--- src/rtl/uart_channel.sv ---
// uart_channel: full-duplex UART channel with configurable frame format, baud divisor and TX/RX FIFOs
module uart_channel #(
    parameter int CLKS_PER_BIT = 434,
    parameter int DATA_BITS = 8,
    parameter int PARITY = 0,
    parameter int STOP_BITS = 1,
    parameter int FIFO_DEPTH = 8
) (
    input  logic                 clk,
    input  logic                 reset,
    input  logic [DATA_BITS-1:0] tx_data,
    input  logic                 tx_valid,
    output logic                 tx_ready,
    output logic                 tx_busy,
    output logic                 tx,
    input  logic                 rx,
    output logic [DATA_BITS-1:0] rx_data,
    output logic                 rx_parity_err,
    output logic                 rx_frame_err,
    output logic                 rx_valid,
    input  logic                 rx_ready,
    output logic                 rx_overrun,
    input  logic                 rx_overrun_clr
);
    localparam int CW = $clog2(CLKS_PER_BIT);
    localparam int BW = $clog2(DATA_BITS);
    localparam int PW = $clog2(FIFO_DEPTH);
    localparam logic ODD = PARITY == 1;
    typedef enum logic [2:0] {IDLE, START, DATA, PAR, STOP} state_t;
    logic [DATA_BITS-1:0] tx_mem [FIFO_DEPTH];
    logic [PW:0] tx_wp, tx_rp;
    logic tx_empty, tx_push, tx_pop, tx_end;
    state_t tx_state, tx_nxt;
    logic [CW-1:0] tx_cnt;
    logic [BW-1:0] tx_bit;
    logic [DATA_BITS-1:0] tx_byte;
    logic [DATA_BITS+1:0] rx_mem [FIFO_DEPTH];
    logic [PW:0] rx_wp, rx_rp;
    logic rx_empty, rx_full, rx_pop, rx_wr, rx_smp, rx_fall;
    logic rx_s1, rx_s2, rx_q, rx_par, rx_push;
    state_t rx_state, rx_nxt;
    logic [CW-1:0] rx_cnt;
    logic [BW-1:0] rx_bit;
    logic [DATA_BITS-1:0] rx_sh;
    logic [DATA_BITS+1:0] rx_entry;
    assign tx_empty = tx_wp == tx_rp;
    assign tx_ready = !(tx_wp[PW] != tx_rp[PW] && tx_wp[PW-1:0] == tx_rp[PW-1:0]);
    assign tx_push = tx_valid && tx_ready;
    assign tx_end = tx_cnt == CW'(CLKS_PER_BIT - 1);
    always_ff @(posedge clk) if (tx_push) tx_mem[tx_wp[PW-1:0]] <= tx_data;
    always_comb begin
        tx_nxt = tx_state;
        tx_pop = 1'b0;
        case (tx_state)
            IDLE: begin
                tx_nxt = tx_empty ? IDLE : START;
                tx_pop = !tx_empty;
            end
            START: tx_nxt = tx_end ? DATA : START;
            DATA: if (tx_end && tx_bit == BW'(DATA_BITS - 1)) tx_nxt = PARITY != 0 ? PAR : STOP;
            PAR: tx_nxt = tx_end ? STOP : PAR;
            STOP: if (tx_end && tx_bit == BW'(STOP_BITS - 1)) begin
                tx_nxt = tx_empty ? IDLE : START;
                tx_pop = !tx_empty;
            end
            default: tx_nxt = IDLE;
        endcase
    end
    always_ff @(posedge clk) begin
        if (reset) begin
            tx_state <= IDLE;
            tx_wp <= '0;
            tx_rp <= '0;
            tx_cnt <= '0;
            tx_bit <= '0;
            tx_byte <= '0;
            tx <= 1'b1;
            tx_busy <= 1'b0;
        end else begin
            tx_state <= tx_nxt;
            tx_wp <= tx_push ? tx_wp + (PW+1)'(1) : tx_wp;
            tx_rp <= tx_pop ? tx_rp + (PW+1)'(1) : tx_rp;
            tx_cnt <= (tx_state == IDLE || tx_end) ? '0 : tx_cnt + CW'(1);
            tx_bit <= tx_nxt != tx_state ? '0 : tx_end ? tx_bit + BW'(1) : tx_bit;
            tx_byte <= tx_pop ? tx_mem[tx_rp[PW-1:0]] : tx_byte;
            tx <= tx_state == START ? 1'b0 : tx_state == DATA ? tx_byte[tx_bit] :
                  tx_state == PAR ? ^tx_byte ^ ODD : 1'b1;
            tx_busy <= tx_state != IDLE || !tx_empty;
        end
    end
    // start sample lands mid start bit; every later sample is one full bit further on
    assign rx_smp = rx_state == START ? rx_cnt == CW'(CLKS_PER_BIT / 2) : rx_cnt == CW'(CLKS_PER_BIT - 1);
    assign rx_fall = rx_q && !rx_s2;
    always_comb begin
        rx_nxt = rx_state;
        case (rx_state)
            IDLE: rx_nxt = rx_fall ? START : IDLE;
            START: if (rx_smp) rx_nxt = rx_s2 ? IDLE : DATA;
            DATA: if (rx_smp && rx_bit == BW'(DATA_BITS - 1)) rx_nxt = PARITY != 0 ? PAR : STOP;
            PAR: rx_nxt = rx_smp ? STOP : PAR;
            STOP: rx_nxt = rx_smp ? IDLE : STOP;
            default: rx_nxt = IDLE;
        endcase
    end
    assign rx_empty = rx_wp == rx_rp;
    assign rx_full = rx_wp[PW] != rx_rp[PW] && rx_wp[PW-1:0] == rx_rp[PW-1:0];
    assign rx_valid = !rx_empty;
    assign rx_pop = rx_valid && rx_ready;
    assign rx_wr = rx_push && (!rx_full || rx_pop);
    assign {rx_frame_err, rx_parity_err, rx_data} = rx_empty ? '0 : rx_mem[rx_rp[PW-1:0]];
    always_ff @(posedge clk) if (rx_wr) rx_mem[rx_wp[PW-1:0]] <= rx_entry;
    always_ff @(posedge clk) begin
        if (reset) begin
            rx_s1 <= 1'b1;
            rx_s2 <= 1'b1;
            rx_q <= 1'b1;
            rx_state <= IDLE;
            rx_cnt <= '0;
            rx_bit <= '0;
            rx_sh <= '0;
            rx_par <= 1'b0;
            rx_push <= 1'b0;
            rx_entry <= '0;
            rx_wp <= '0;
            rx_rp <= '0;
            rx_overrun <= 1'b0;
        end else begin
            rx_s1 <= rx;
            rx_s2 <= rx_s1;
            rx_q <= rx_s2;
            rx_state <= rx_nxt;
            rx_cnt <= rx_state == IDLE ? CW'(1) : rx_smp ? '0 : rx_cnt + CW'(1);
            rx_bit <= rx_state != DATA ? '0 : rx_smp ? rx_bit + BW'(1) : rx_bit;
            rx_sh <= (rx_state == DATA && rx_smp) ? {rx_s2, rx_sh[DATA_BITS-1:1]} : rx_sh;
            rx_par <= (rx_state == PAR && rx_smp) ? rx_s2 : rx_par;
            rx_push <= rx_state == STOP && rx_smp;
            rx_entry <= {!rx_s2, (PARITY != 0) && (rx_par != (^rx_sh ^ ODD)), rx_sh};
            rx_wp <= rx_wr ? rx_wp + (PW+1)'(1) : rx_wp;
            rx_rp <= rx_pop ? rx_rp + (PW+1)'(1) : rx_rp;
            rx_overrun <= (rx_push && !rx_wr) ? 1'b1 : rx_overrun_clr ? 1'b0 : rx_overrun;
        end
    end
endmodule
--- config.mk ---
export PLATFORM = sky130hd
export DESIGN_NAME = uart_channel
export DESIGN_NICKNAME = d
export VERILOG_FILES = /design/src/rtl/uart_channel.sv
export SDC_FILE = /design/constraint.sdc
export NUM_CORES = 1
export LEC_CHECK = 0
export ABC_AREA = 0
export BUFFER_PORTS_ARGS = -buffer_cell sky130_fd_sc_hd__buf_4
export CAP_MARGIN = 10
export CORE_MARGIN = 1.5
export CORE_UTILIZATION = 58
export CTS_BUF_LIST = sky130_fd_sc_hd__clkbuf_2
export CTS_CLUSTER_DIAMETER = 80
export DETAILED_ROUTE_END_ITERATION = 7
export GPL_ROUTABILITY_DRIVEN = 0
export PLACE_DENSITY = 0.78
export SLEW_MARGIN = 20
export SYNTH_ARGS = -nofsm -noshare
export SYNTH_HDL_FRONTEND = slang
export SYNTH_SLANG_ARGS = --single-unit
--- constraint.sdc ---
create_clock -name clk -period 2.31 [get_ports clk]
set_input_delay 0.1155 -clock clk [delete_from_list [all_inputs] [get_ports clk]]
set_output_delay 0.1155 -clock clk [all_outputs]
set_load 0.005 [all_outputs]
# Word level (Yosys, flattened, before mapping)
# Memories as Yosys holds them, arrays and structs flattened. A register that Yosys moved wholly into a read port is not among the register bits.
# Cells that the tools add are included.
# W data, S select, Z words.
word_totals:
  register_bits: 71
  ram_bits: 144
  out_inout_bits: 15
  mem_count: 2
mem_list:
  columns: ["memory", "depth", "word_bits", "read_ports", "rd_clocked_by_memory_dff", "wr", "line_no", "rtl"]
  rows:
  - ["rx_mem", 8, 10, 1, 1, 1, "37", "logic [DATA_BITS+1:0] rx_mem [FIFO_DEPTH];"]
  - ["tx_mem", 8, 8, 1, 1, 1, "30", "logic [DATA_BITS-1:0] tx_mem [FIFO_DEPTH];"]
classes:
  add_sub_neg: 8
  n_lt_le_gt_ge: 1
  eq_ne: 23
  mux: 32
  n_reduce_logical: 32
op_table:
  columns: ["op", "count"]
  rows:
  - ["$pmux W3 S5", 2]
  - ["$mux W3", 9]
  - ["$add A9 B1 Y9 const B", 2]
  - ["$eq A9 B9 Y1 const B", 2]
  - ["$add A4 B1 Y4 const B", 4]
  - ["$mux W1", 16]
  - ["$eq A3 B2 Y1 const B", 4]
  - ["$eq A3 B3 Y1 const B", 4]
  - ["$logic_and A1 B1 Y1", 12]
  - ["$mux W10", 1]
  - ["$eq A9 B8 Y1 const B", 1]
  - ["$logic_not A3 Y1", 3]
  - ["$eq A4 B4 Y1", 2]
  - ["$reduce_xor A8 Y1", 1]
  - ["$add A3 B1 Y3 const B", 2]
  - ["$eq A3 B1 Y1 const B", 2]
  - ["$eq A3 B3 Y1", 2]
  - ["$logic_not A1 Y1", 6]
  - ["$reduce_or A2 Y1", 3]
  - ["$lt A3 B4 Y1 const B", 1]
  - ["$mux W2", 2]
  - ["$ne A2 B2 Y1 const B", 2]
  - ["$bmux W1 S3", 1]
  - ["$logic_or A1 B1 Y1", 3]
  - ["other kinds (8)", 9]

# Depth between registers and ports, before layout
depth:
  depth_word: 8
  mapped_depth: 7
  mapped_depth_nobuf: 6

# Least setup slack after synthesis
# OpenSTA, ideal clock, no wires.
synth_path:
  kind: "register to register"
  start: "reg tx_rp[1]"
  end: "mem tx_mem[4][0] (enable)"
  setup_ns: 0.383
  arrival_time_ns: 1.828
  t_required_ns: 1.927
  path_slack_ns: 0.099
  stages_incl_launch_ff: 6
  period_less_slack_ns: 2.211
  cell_sequence: "dfxtp_1 > buf_6 > xor2_2 > o41ai_4 > or2_2 > nor3_1"
synth_via:
  elab_chain_len: 6
synth_rtl:
  columns: ["item", "line_no", "rtl"]
  rows:
  - ["from (decl)", "31", "logic [PW:0] tx_wp, tx_rp;"]
  - ["from (signal assigned)", "82", "tx_rp <= tx_pop ? tx_rp + (PW+1)'(1) : tx_rp;"]
  - ["$eq A3 B3 Y1", "47", "assign tx_ready = !(tx_wp[PW] != tx_rp[PW] && tx_wp[PW-1:0] == tx_rp[PW-1:0]);"]
  - ["$logic_and A1 B1 Y1", "47", null]
  - ["$logic_not A1 Y1", "47", null]
  - ["$logic_and A1 B1 Y1", "48", "assign tx_push = tx_valid && tx_ready;"]
  - ["$mux W1", "50", "always_ff @(posedge clk) if (tx_push) tx_mem[tx_wp[PW-1:0]] <= tx_data;"]
  - ["$mux W1 (implied by the code)", "50", null]
  - ["to (decl)", "30", null]
# Every way passes these cells.

==> flow_metrics.py <==
metrics = {
    "status": {
        "status": "finished with violations",
        "violations": "negative setup slack",
    },
    "timing": {
        "tightest_slew_ns": 0.874,
        "fin_crit_ns": 2.41,
        "rsz0062_at_grt": "true",
        "max_slew_margin": 0.415,
        "final.setup_skew_ns": 0.0599,
        "tns_ns": -0.638,
        "finalCritPeriodShare": 1.04,
        "setup_viol": 9,
        "drv_slew": 0,
        "fin_ws_ns": -0.0967,
        "hold_viol": 0,
        "fmax_ghz": 0.415,
    },
    "routing": {
        "drt-initial-drc-count": 372,
        "dr.pass1.iters": 5,
        "routedWlPerCell_um": 18.5,
        "drc": 0,
        "via_per_inst": 5.74,
        "vias": 5404,
        "ant_nets": 0,
        "wl_mm": 17.4,
    },
    "clocking": {
        "path_clk_slew_ns": 0.12,
        "cts_tree": "done",
        "clk_latency_ns": 0.82,
        "cts_buffer_depth": 3,
        "clkSinkCount": 217,
        "numCtsBuffers": 51,
        "cts_max_level": 2,
        "ctsRootBufferMaster": "clkbuf_2",
    },
    "floorplanning": {
        "die_area_sq_um": 16200,
        "pin_count": 29,
        "die_x_um": 127,
        "initial_core_util": 0.593,
        "fp.coreArea_sq_um": 15100,
        "rows": 45,
        "die_h_um": 127,
    },
    "critical_path": {
        "critPathLaunchType": "flop",
        "crit_type": "flop to output pin",
        "crit_chain": "buf_12 > buf_16 > mux4_2 > mux2i_1 > nor2_1 > buf_4",
        "cp.arrival_ns": 2.29,
        "cp_top_family": "multiplexers",
        "worstPathRequired_ns": 2.19,
        "critPathSlowestCell": "mux4_2",
        "cp_slowest_stage_delay_ns": 0.51,
        "crit_fanout": 5,
        "end_kind": "output pin",
        "worst-path-buf-inv": 3,
    },
    "placed_design": {
        "dp.cells": 826,
        "hpwl_mm": 11.1,
        "numPortBuffers": 27,
    },
    "yosys": {
        "yosysSeqAreaShare": 0.635,
        "syn_nets": 648,
        "avgSynthCellArea_sq_um": 14.5,
        "synthFlopType": "edfxtp_1",
        "synth_area_sq_um": 8980,
        "synth_edf_count": 136,
        "async_flop_share": 0,
        "ys_types": 63,
        "yosysTopAreaCell": "edfxtp_1",
        "yosys_warnings": 0,
        "synth_cells": 621,
        "synthTopCellsByArea": "edfxtp_1 (45%), dfxtp_1 (18%), mux4_2 (9.0%), nor2_1 (2.7%), mux2i_1 (2.7%)",
        "synth-seq-cells": 217,
        "yosysTopAreaCellShare": 0.455,
    },
    "final_layout": {
        "nets": 742,
        "finalNonFillerCells": 942,
        "drive_gt1_frac": 0.292,
        "fillCellCount": 1050,
        "synthToLayoutAreaGrowth_pct": 14.5,
    },
    "power_and_ir_drop": {
        "power_density_nw_per_um2": 767,
        "peakVddDrop_mv": 0.599,
        "p_total_mw": 7.88,
        "leakagePower_nw": 3.69,
    },
    "global_route": {
        "track_usage": 0.222,
        "grt_max_degree": 61,
        "grt_pass1_vias": 5511,
        "antenna_found_initial": 1,
        "grt.overflow.total": 0,
        "grt_pass1_wl_mm": 27.7,
    },
    "hold_path": {
        "hold_class": "primary input to flop",
    },
    "job": {
        "maxCapViolations": 0,
    },
}
[layout by cell type (no fill, tap or decap), types with 16 or more instances in the layout]
master / instances
clkbuf_2: 72
xnor2_1: 16
dfxtp_1: 75
nor2_1: 65
mux2i_1: 24
buf_4: 51
dlygate4sd3_1: 16
inv_1: 16
nand3_1: 18
mux4_2: 36
a21oi_1: 25
edfxtp_1: 136
[worst reg2reg max path, delay by kind of cell (launching register included)]
family                 cells  cell delay, ns
AO/OA/AOI/OAI              1            0.52
XOR/XNOR                   2            0.44
buffers and inverters      2            0.71
flip-flops                 1            0.38
AND/OR/NAND/NOR            1            0.06
[final timing paths]
check / cells past startpoint / slack, ns / endpoint / start
max: 6 / -0.1 / rx_data[3] / flop
min: 2 / 0.07 / tx_mem[7][4]$_DFFE_PP_ / tx_data[4]
max reg2reg: 6 / 0.09 / flop / rx_wp[0]$_SDFFE_PP0P_
min reg2reg: 1 / 0.43 / rx_s2$_SDFF_PP1_ / rx_s1$_SDFF_PP1_
[routing by layer]
layer | vias to the layer above | GRT usage | part of all wire
met5 | - | 0 | 0
met1 | 2648 | 0.267 | 0.40
met4 | 0 | 0.0989 | 0.030
met3 | 41 | 0.0523 | 0.050
li1 | 2561 | - | -
met2 | 154 | 0.383 | 0.52
[per-stage QoR]
| step | utilization | setup slack [ns] | area (sq um) | hold slack [ns] |
|---|---|---|---|---|
| after floorplan | - | 0.0991 | 8980 | 0.194 |
| final | 0.679 | -0.0967 | 10300 | 0.0736 |
| after detailed placement | 0.623 | 0.117 | 9430 | 0.312 |
| after CTS | 0.673 | -0.150 | 10200 | 0.00313 |
| after global routing | 0.679 | -0.274 | 10300 | 0.0131 |
| after global placement | 0.623 | 0.240 | 9430 | 0.314 |
[flip-flops by register name, indices dropped and copies added, names as in the netlist, 4 cells and up, named ones only]
signal,flops
tx_rp,4
rx_cnt,9
rx_sh,8
tx_cnt,9
rx_mem,72
tx_mem,64
rx_rp,4
tx_byte,8
tx_wp,4
rx_entry,9
rx_wp,4
[synth_stat cells, drive strengths merged, types with 3 or more instances]
cell / instances
o41ai: 3
a32oi: 4
buf: 17
a21oi: 25
o21ai: 19
mux2: 12
nand4: 8
ha: 13
clkbuf: 14
mux4: 36
nor2b: 14
nor4: 3
and4b: 7
xor2: 17
dfxtp: 81
nor2: 65
nand2b: 3
xnor2: 16
and4bb: 3
nor3: 13
inv: 17
edfxtp: 136
mux2i: 24
or3: 6
nand3: 18
nand3b: 3
and3: 4
nand2: 10
or2: 3
[power breakdown]
group	switching, mW	internal, mW	total [mW]	leakage, nW
clock	1.46	0.973	2.44	0.359
sequential	0.114	4.22	4.34	1.94
combinational	0.568	0.542	1.11	1.39
total	2.15	5.74	7.88	3.69
[logic make-up (layout without fill, tap and decap cells)]
kind of cell,Yosys count,count (layout),synth area share
DFF,217,217,0.635
and+or+nand+nor,169,169,0.105
muxes,72,72,0.133
AOI/OAI and AO/OA,68,68,0.0516
buffers and inverters,48,180,0.0237
xor gates and xnor gates,33,33,0.0339
adders and majority gates,13,13,0.0181
other,1,2,0.000418
[final cells by class]
cell class	instances	area [sq um]	area share
Sequential cell	217	5720	0.557
Multi-Input combinational cell	356	3130	0.304
Timing Repair Buffer	72	649	0.0631
Clock buffer	72	360	0.0350
Tap cell	188	235	0.0229
Clock inverter	19	119	0.0116
Inverter	17	63.8	0.00621
Antenna cell	1	2.50	0.000243
[repair_timing]
action / 4_1_cts / 5_1_grt
cloned: 3 / 0
endpoints found under the hold margin: 149 / 0
gates resized for setup: 14 / 18
pin swaps: 2 / 3
hold buffers: 16 / 0
setup endpoints to repair: 10 / 73
setup buffers: 2 / 3
No activity file was read; power rests on OpenSTA's default activity.
